## src/rtl/div_pkg.sv

```systemverilog
// Shared types and constants for the divide sequencer (div_ctrl) and its helpers.
package div_pkg;

    localparam int XLEN = 32;

    localparam logic [1:0] DIV_OP  = 2'b00;
    localparam logic [1:0] DIVU_OP = 2'b01;
    localparam logic [1:0] REM_OP  = 2'b10;
    localparam logic [1:0] REMU_OP = 2'b11;

    typedef enum logic [2:0] {
        S_IDLE,
        S_START,
        S_BUSY,
        S_DRAIN,
        S_RESP
    } state_e;

    localparam logic [XLEN-1:0] INT_MIN  = {1'b1, {(XLEN-1){1'b0}}};
    localparam logic [XLEN-1:0] ALL_ONES = {XLEN{1'b1}};

    // funct3[0] clear selects the signed variants (DIV/REM)
    function automatic logic op_is_signed(input logic [1:0] op);
        return !op[0];
    endfunction

    function automatic logic op_is_rem(input logic [1:0] op);
        return op[1];
    endfunction

endpackage

```

## src/rtl/div_special.sv

```systemverilog
// Combinational detector for RISC-V divide-by-zero and signed-overflow cases,
// which are answered without running the iterative divider.
module div_special
    import div_pkg::*;
(
    input  logic [XLEN-1:0] a_i,
    input  logic [XLEN-1:0] b_i,
    input  logic            signed_i,
    output logic            special_o,
    output logic [XLEN-1:0] quot_o,
    output logic [XLEN-1:0] rem_o
);

    logic div_zero;
    logic overflow;

    assign div_zero = (b_i == '0);
    assign overflow = signed_i && (a_i == INT_MIN) && (b_i == ALL_ONES);

    always_comb begin
        special_o = 1'b0;
        quot_o    = '0;
        rem_o     = '0;
        if (div_zero) begin
            special_o = 1'b1;
            quot_o    = ALL_ONES;
            rem_o     = a_i;
        end else if (overflow) begin
            special_o = 1'b1;
            quot_o    = a_i;
            rem_o     = '0;
        end
    end

endmodule

```

## src/rtl/div_ctrl.sv

```systemverilog
// Sequencer between EX and the shared iterative divider: special-case bypass,
// launch/hold/complete, flush and drain. Optional result cache: DIV_CACHE_EN.
module div_ctrl
    import div_pkg::*;
(
    input  logic            clk,
    input  logic            rst,
    input  logic            req_valid_i,
    output logic            req_ready_o,
    input  logic [1:0]      req_op_i,
    input  logic [XLEN-1:0] req_a_i,
    input  logic [XLEN-1:0] req_b_i,
    input  logic [4:0]      req_rd_i,
    input  logic            flush_i,
    output logic            resp_valid_o,
    output logic [XLEN-1:0] resp_data_o,
    output logic [4:0]      resp_rd_o,
    output logic            busy_o,
    output logic            div_start_o,
    output logic [XLEN-1:0] div_dividend_o,
    output logic [XLEN-1:0] div_divisor_o,
    output logic            div_signed_o,
    input  logic            div_done_i,
    input  logic [XLEN-1:0] div_quot_i,
    input  logic [XLEN-1:0] div_rem_i
);

    state_e          state_q;
    logic [1:0]      op_q;
    logic [4:0]      rd_q;
    logic [XLEN-1:0] dividend_q;
    logic [XLEN-1:0] divisor_q;
    logic            signed_q;
    logic            start_q;
    logic            busy_q;
    logic            resp_valid_q;
    logic [XLEN-1:0] resp_data_q;
    logic [4:0]      resp_rd_q;

    logic            req_fire;
    logic            req_signed;
    logic            sp_special;
    logic [XLEN-1:0] sp_quot;
    logic [XLEN-1:0] sp_rem;
    logic            hit;
    logic [XLEN-1:0] hit_quot;
    logic [XLEN-1:0] hit_rem;
    logic [XLEN-1:0] fast_data_d;
    logic [XLEN-1:0] div_data_d;
    logic            div_fill;

    assign req_ready_o = (state_q == S_IDLE) && !flush_i && !rst;
    assign req_fire    = req_valid_i && req_ready_o;
    assign req_signed  = op_is_signed(req_op_i);

    div_special u_special (
        .a_i       (req_a_i),
        .b_i       (req_b_i),
        .signed_i  (req_signed),
        .special_o (sp_special),
        .quot_o    (sp_quot),
        .rem_o     (sp_rem)
    );

    // A completion that is not flushed in the same cycle is the only one that reaches RESP
    assign div_fill = (state_q == S_BUSY) && div_done_i && !flush_i;

`ifdef DIV_CACHE_EN
    logic            cache_vld_q;
    logic            cache_signed_q;
    logic [XLEN-1:0] cache_a_q;
    logic [XLEN-1:0] cache_b_q;
    logic [XLEN-1:0] cache_quot_q;
    logic [XLEN-1:0] cache_rem_q;

    assign hit      = cache_vld_q && (cache_a_q == req_a_i) && (cache_b_q == req_b_i)
                      && (cache_signed_q == req_signed);
    assign hit_quot = cache_quot_q;
    assign hit_rem  = cache_rem_q;

    always_ff @(posedge clk) begin
        if (rst) begin
            cache_vld_q <= 1'b0;
        end else if (div_fill) begin
            cache_vld_q    <= 1'b1;
            cache_signed_q <= signed_q;
            cache_a_q      <= dividend_q;
            cache_b_q      <= divisor_q;
            cache_quot_q   <= div_quot_i;
            cache_rem_q    <= div_rem_i;
        end
    end
`else
    assign hit      = 1'b0;
    assign hit_quot = '0;
    assign hit_rem  = '0;
`endif

    // Special cases take priority over a cache hit; both answer in one cycle
    assign fast_data_d = sp_special ? (op_is_rem(req_op_i) ? sp_rem  : sp_quot)
                                    : (op_is_rem(req_op_i) ? hit_rem : hit_quot);
    assign div_data_d  = op_is_rem(op_q) ? div_rem_i : div_quot_i;

    always_ff @(posedge clk) begin
        if (rst) begin
            state_q      <= S_IDLE;
            op_q         <= '0;
            rd_q         <= '0;
            dividend_q   <= '0;
            divisor_q    <= '0;
            signed_q     <= 1'b0;
            start_q      <= 1'b0;
            busy_q       <= 1'b0;
            resp_valid_q <= 1'b0;
            resp_data_q  <= '0;
            resp_rd_q    <= '0;
        end else begin
            start_q      <= 1'b0;
            resp_valid_q <= 1'b0;
            case (state_q)
                S_IDLE: begin
                    if (req_fire) begin
                        op_q       <= req_op_i;
                        rd_q       <= req_rd_i;
                        dividend_q <= req_a_i;
                        divisor_q  <= req_b_i;
                        signed_q   <= req_signed;
                        busy_q     <= 1'b1;
                        if (sp_special || hit) begin
                            resp_valid_q <= 1'b1;
                            resp_data_q  <= fast_data_d;
                            resp_rd_q    <= req_rd_i;
                            state_q      <= S_RESP;
                        end else begin
                            start_q <= 1'b1;
                            state_q <= S_START;
                        end
                    end
                end
                // The launch pulse is already out, so a flush here must still drain
                S_START: begin
                    state_q <= flush_i ? S_DRAIN : S_BUSY;
                end
                S_BUSY: begin
                    if (div_done_i && flush_i) begin
                        busy_q  <= 1'b0;
                        state_q <= S_IDLE;
                    end else if (div_done_i) begin
                        resp_valid_q <= 1'b1;
                        resp_data_q  <= div_data_d;
                        resp_rd_q    <= rd_q;
                        state_q      <= S_RESP;
                    end else if (flush_i) begin
                        state_q <= S_DRAIN;
                    end
                end
                S_DRAIN: begin
                    if (div_done_i) begin
                        busy_q  <= 1'b0;
                        state_q <= S_IDLE;
                    end
                end
                S_RESP: begin
                    busy_q  <= 1'b0;
                    state_q <= S_IDLE;
                end
                default: begin
                    busy_q  <= 1'b0;
                    state_q <= S_IDLE;
                end
            endcase
        end
    end

    assign resp_valid_o   = resp_valid_q;
    assign resp_data_o    = resp_data_q;
    assign resp_rd_o      = resp_rd_q;
    assign busy_o         = busy_q;
    assign div_start_o    = start_q;
    assign div_dividend_o = dividend_q;
    assign div_divisor_o  = divisor_q;
    assign div_signed_o   = signed_q;

endmodule

```

## config.mk

```make
export PLATFORM = sky130hd
export DESIGN_NAME = div_ctrl
export DESIGN_NICKNAME = d
export VERILOG_FILES = /design/src/rtl/div_pkg.sv /design/src/rtl/div_special.sv /design/src/rtl/div_ctrl.sv
export SDC_FILE = /design/constraint.sdc
export NUM_CORES = 1
export LEC_CHECK = 0
export CAP_MARGIN = 20
export CORE_MARGIN = 3
export CORE_UTILIZATION = 30
export DETAILED_ROUTE_END_ITERATION = 16
export PLACE_DENSITY = 0.67
export SYNTH_ARGS = -nofsm -noshare
export SYNTH_HDL_FRONTEND = slang
export SYNTH_SLANG_ARGS = --single-unit
export TNS_END_PERCENT = 10
```

## constraint.sdc

```tcl
create_clock -name clk -period 3.1 [get_ports clk]
set_input_delay 0.62 -clock clk [delete_from_list [all_inputs] [get_ports clk]]
set_output_delay 0.62 -clock clk [all_outputs]
set_load 0.005 [all_outputs]
```

==> flow_metrics.tcl, run 1 <==
set metrics [dict create \
    start_kind "input pin" \
    antenna_found_initial 0 \
    synth_area_um2 5070 \
    internal_power_mw 3.321 \
    fin_skew_ps 10.36 \
    slew_violations 0 \
    drt-vias-per-instance 4.978 \
    final_cells 1030 \
    cp_cell_sequence "clkdlybuf4s50_1 -> or4_1 -> nor2_2 -> clkdlybuf4s50_1" \
    hold_path_class "reg2reg" \
    antennaDiodeCount 0 \
    endpoint_kind "primary output" \
    r2r-start "state_q[0]$_SDFFE_PP0P_" \
    rsz0062_at_grt "false" \
    crit_family "buffers and inverters" \
    worstPathRequired_ps 2480 \
    grt_pass1_vias 4873 \
    cp_max_fo 3 \
    cts_max_level 4 \
    core-area_um2 16230 \
    finalInstanceArea_um2 8454 \
    synth_ff_type "dfxtp_1" \
    p_switching_mw 1.024 \
    async_flop_share_pct 0 \
    clkPwrFrac_pct 46.7 \
    peakVddDrop_uv 387.8 \
    grt_max_degree 66 \
    die_area_um2 18500 \
    grt-ovfl-total 0 \
    drc_errors 0 \
    place_inst 998 \
    ys_ff_latch 114 \
    criticalPathCategory "in2out" \
    ctsResizeCount 0 \
    achievable-frequency_ghz 0.3522 \
    syn_nets 697 \
    cts_hold_buf 0 \
    synthCells 557 \
    r2r_end "resp_data_o[31]$_SDFFE_PP0P_" \
    worstHoldStart "div_dividend_o[16]$_SDFFE_PP0P_" \
    grt_pass1_wl_um 27540 \
    min_to "div_dividend_o[16]$_SDFFE_PP0P_" \
    io_pins 246 \
    clk_path_buf_depth 2 \
    placed_area_um2 7844 \
    initial_core_util_pct 31.24 \
    outcome "complete, no violations" \
    synthDistinctLibCells 42 \
    place_congestion 0.8136 \
    drive_above_1_share_pct 15.97 \
    routedWlPerCell_um 18.03 \
    finalWirelength_um 18570 \
    setup_violations 0 \
    yosysSeqAreaShare_pct 45.01 \
    clk_pin_slew_ps 50 \
    clockRootBuffer "clkbuf_16" \
    seqPwrFrac_pct 36.7 \
    clk-insertion-delay-late_ps 420 \
    arrival_ps 2220 \
    rr_worst_depth 7 \
    cpMaxStageDelayCell "clkdlybuf4s50_1" \
    synth_warnings 0 \
    holdWs_ps 450.7 \
    die_h_um 136 \
    combPwrFrac_pct 16.6 \
    drtAntennaViolNets 0 \
    path_buf_inv 2 \
    rows 46 \
    leakagePower_nw 2.842 \
    nNetsFinal 941 \
    mostFrequentLayoutCells "244 x clkdlybuf4s50_1, 144 x nand2_1, 113 x dfxtp_1, 73 x a21oi_1" \
    numCtsBuffers 17 \
    p_per_area_nw_per_um2 514.0 \
    cts_tree "built" \
    clock_sinks 114 \
    vias 5127 \
    hold_viol_final 0 \
    grt_usage_pct 19.47 \
    fin_crit_ps 2839 \
    relSlewSlack_pct 45.74 \
    path_common_cell "clkdlybuf4s50_1" \
    ff2ff_setup_slack_ps 880 \
    syn_to_final_growth_pct 66.76 \
    postCtsSetupBuffers 0 \
    layout_commonest_cell "clkdlybuf4s50_1" \
    drv_cap 0 \
    tightest_slew_ps 813.9 \
    drt-pass1-iter-count 5 \
    slowest_delay_ps 530 \
    fin_crit_sh_pct 91.59 \
    holdPathStages 2 \
    avgSynthCellArea_um2 9.102 \
    synth_enable_flop_cells 0 \
    dp_hpwl_um 13610 \
    fp.dieW_um 136 \
    p_sw_share_pct 23.57 \
    port_buffers 245 \
    drt_first_iter_violations 309 \
    fill_cells 1540 \
]
[routing by layer]
metal	GRT usage, %	part of all wire [%]
met5	0	0
met1	24.24	42
met4	8.119	2.5
met2	31.54	48
met3	5.588	7.1
[cell families after synthesis]
logic type | after synthesis | synth area share [%]
multiplexers | 32 | 7.108
AO/OA/AOI/OAI | 158 | 25.25
AND/OR/NAND/NOR | 201 | 17.97
flip-flops | 114 | 45.01
buffers and inverters | 52 | 4.664
[worst max-delay path by stage]
stage / cells after the start / slack, ps / from / endpoint
after floorplan: 7 / 700 / req_a_i[4] / resp_data_o[10]$_SDFFE_PP0P_
after detailed placement: 9 / -220 / req_a_i[0] / resp_data_o[0]$_SDFFE_PP0P_
after global routing: 9 / 40 / req_b_i[1] / resp_data_o[31]$_SDFFE_PP0P_
after CTS: 9 / 210 / req_a_i[0] / resp_data_o[31]$_SDFFE_PP0P_
final: 4 / 260 / flush_i / req_ready_o
after global placement: 9 / -140 / req_a_i[0] / resp_data_o[0]$_SDFFE_PP0P_
[power groups by stage]
stage / combinational [mW] / sequential (mW) / clock (mW)
after floorplan: 0.279 / 1.62 / 0
after global placement: 0.722 / 1.62 / 0
after detailed placement: 0.723 / 1.62 / 0
after CTS: 0.727 / 1.59 / 2.07
after global routing: 0.774 / 1.60 / 2.14
final: 0.722 / 1.59 / 2.03
[worst reg2reg max path, delay by kind of cell, from the launching register on]
family,cells,cell delay (ps)
buffers and inverters,1,210
and+or+nand+nor,4,1240
AOI/OAI and AO/OA,2,340
DFF,1,350
[area by class of cell]
| cell class | instances | area [um2] | share of cell area [%] |
|---|---|---|---|
| clock buffer | 21 | 450.4 | 5.328 |
| tap | 216 | 270.3 | 3.197 |
| sequential | 114 | 2283 | 27.01 |
| multi-input combinational | 391 | 2571 | 30.41 |
| clock inverter | 11 | 160.2 | 1.894 |
| timing repair buffer | 272 | 2700 | 31.94 |
| inverter | 5 | 18.77 | 0.2220 |
[state kept, by name, indices dropped and copies added, names as in the netlist, 3 cells and up]
name / count
div_dividend_o: 32
resp_data_o: 32
resp_rd_o: 5
state_q: 3
div_divisor_o: 32
rd_q: 5
[Yosys cell counts (4+ instances only)]
cell       count  area (um2)
nor2_1         9       33.78
nand3b_1       6       45.04
dfxtp_1      114        2282
nor4_1        13       81.33
inv_1          5       18.77
buf_4          4       30.03
clkbuf_1      36       135.1
nand2_1      145       544.3
nand4_1        8       50.05
o221ai_1      32       280.3
mux2_2        32       360.4
a221oi_1       5       43.79
a2bb2oi_2     30       450.4
o21ai_0        6       30.03
a21oi_1       73       365.4
[metrics by stage]
step	total power, mW	TNS [ps]	util [%]	setup WS, ps
6_report	4.345	0	52.09	260.8
5_1_grt	4.516	0	52.09	36.43
4_1_cts	4.388	0	52.09	212.8
3_5_place_dp	2.348	-6142	48.33	-218.2
3_3_place_gp	2.345	-3911	48.33	-140.3
2_1_floorplan	1.899	0	-	696.8
(Power assumes the default switching activity.)
==> run 2, diff against run 1 <==
CORE_MARGIN = unset   (was 3)
==> flow_metrics.tcl, run 2 (synthesis gave the netlist of run 1 again) <==
set metrics [dict create \
    port_buffers 245 \
    hold_path_class "reg2reg" \
    fin_skew_ps 9.404 \
    combPwrFrac_pct 17.1 \
    wl_met2_um 8390 \
    cp_max_fo 3 \
    syn_to_final_growth_pct 67.23 \
    cpMaxStageDelayCell "clkdlybuf4s50_1" \
    place_congestion 0.7882 \
    die_h_um 132 \
    slew_violations 0 \
    nNetsFinal 943 \
    relSlewSlack_pct 47.16 \
    fp.dieW_um 132 \
    worstHoldStart "rd_q[1]$_SDFFE_PP0P_" \
    clock_sinks 114 \
    hold_viol_final 0 \
    mostFrequentLayoutCells "244 x clkdlybuf4s50_1, 144 x nand2_1, 113 x dfxtp_1, 73 x a21oi_1" \
    clockRootBuffer "clkbuf_16" \
    drv_cap 0 \
    p_per_area_nw_per_um2 502.1 \
    grt_pass1_wl_um 27720 \
    clkPwrFrac_pct 45.4 \
    drtAntennaViolNets 0 \
    p_sw_share_pct 23.37 \
    path_buf_inv 2 \
    cts_hold_buf 0 \
    grt_max_degree 61 \
    setup_violations 0 \
    drive_above_1_share_pct 15.72 \
    finalInstanceArea_um2 8478 \
    drt_first_iter_violations 276 \
    achievable-frequency_ghz 0.3474 \
    placed_area_um2 7901 \
    drc_errors 0 \
    endpoint_kind "primary output" \
    core-area_um2 16520 \
    peakVddDrop_uv 405.0 \
    drt-pass1-iter-count 5 \
    cts_max_level 4 \
    drt-vias-per-instance 4.996 \
    io_pins 246 \
    p_switching_uw 994.7 \
    numCtsBuffers 17 \
    finalWirelength_um 17830 \
    path_common_cell "clkdlybuf4s50_1" \
    vias 5166 \
    met3_length_um 1065 \
    grt_usage_pct 20.68 \
    antennaDiodeCount 0 \
    cts_tree "built" \
    leakagePower_nw 2.850 \
    die_area_um2 17420 \
    postCtsSetupBuffers 0 \
    antenna_found_initial 0 \
    arrival_ps 2260 \
    outcome "complete, no violations" \
    fill_cells 1539 \
    critPathLaunch "flush_i" \
    seq_area_um2 2283 \
    rows 47 \
    fin_crit_sh_pct 92.86 \
    criticalPathCategory "in2out" \
    clk_path_buf_depth 2 \
    fin_crit_ps 2879 \
    multi_input_area_um2 2571 \
    rsz0062_at_grt "false" \
    slowest_delay_ps 530 \
    initial_core_util_pct 30.68 \
    layout_commonest_cell "clkdlybuf4s50_1" \
    worstPathRequired_ps 2480 \
    grt_pass1_vias 4943 \
    tightest_slew_ps 792.6 \
    dp_hpwl_um 13080 \
    cp_cell_sequence "clkdlybuf4s50_1 -> or4_1 -> nor2_2 -> clkdlybuf4s50_1" \
    seqPwrFrac_pct 37.5 \
    internal_power_mw 3.262 \
    topRoutingLayerUsed "met4" \
    r2r-start "state_q[0]$_SDFFE_PP0P_" \
    routedWlPerCell_um 17.24 \
    grt-ovfl-total 0 \
    crit_family "buffers and inverters" \
    total_power_mw 4.257 \
    clk-insertion-delay-late_ps 420 \
    met1_length_um 7839 \
    start_kind "input pin" \
    ctsResizeCount 0 \
    clk_pin_slew_ps 50 \
]
## run 2: changes by cell type in the layout (fill, tap and decap cells not counted), sizes merged
cell      before  now
clkbuf        21   24
buf           28   30
clkinv         5    3
clkinvlp       2    0
bufinv         4    3
## run 2: layout make-up
class                   instances  area share [%]
multi-input cells             391           30.33
inverters                       5          0.2214
flip-flops and latches        114           26.93
clock buffers                  24           5.564
well taps                     220           3.247
repair buffers                274           32.47
clock inverters                 6           1.240
## run 2: power groups by stage
stage / registers (mW) / clock network, mW / logic, mW
2_1_floorplan: 1.62 / 0 / 0.279
3_3_place_gp: 1.62 / 0 / 0.728
3_5_place_dp: 1.62 / 0 / 0.729
4_1_cts: 1.59 / 1.98 / 0.732
5_1_grt: 1.60 / 2.04 / 0.777
6_report: 1.60 / 1.93 / 0.727
## run 2: path summary, 6_finish.rpt
kind / depth (start not counted) / endpoint / slack [ps]
setup / recovery: 4 / req_ready_o / 220
hold / removal: 2 / rd_q[1]$_SDFFE_PP0P_ / 450
setup reg to reg: 7 / resp_data_o[15]$_SDFFE_PP0P_ / 840
hold reg to reg: 2 / rd_q[1]$_SDFFE_PP0P_ / 450
## run 2: per-stage QoR
stage	setup TNS (ps)	hold WS (ps)	instances	setup WS (ps)	utilization (%)
after CTS	0	449.3	1034	232.0	51.31
final	0	447.7	1034	221.4	51.31
after floorplan	0	431.1	557	696.8	-
after global routing	0	466.1	1034	155.4	51.31
after global placement	-3768	437.8	1004	-138.4	47.82
after detailed placement	-3709	442.6	1004	-150.9	47.82
## run 2: metal layers
metal	vias to the layer above	global-route usage [%]
li1	2524	-
met1	2440	26.09
met2	167	32.72
met3	35	5.921
met4	0	9.173
met5	-	0
## run 2: worst reg2reg max path, cell delays in order (launching register included)
cell and delay (ps):
dfxtp_1 360, or4_1 530, nor2_2 160, nand2_2 150, or3_4 430, a21boi_4 180
buf_4 250, a2bb2oi_2 140
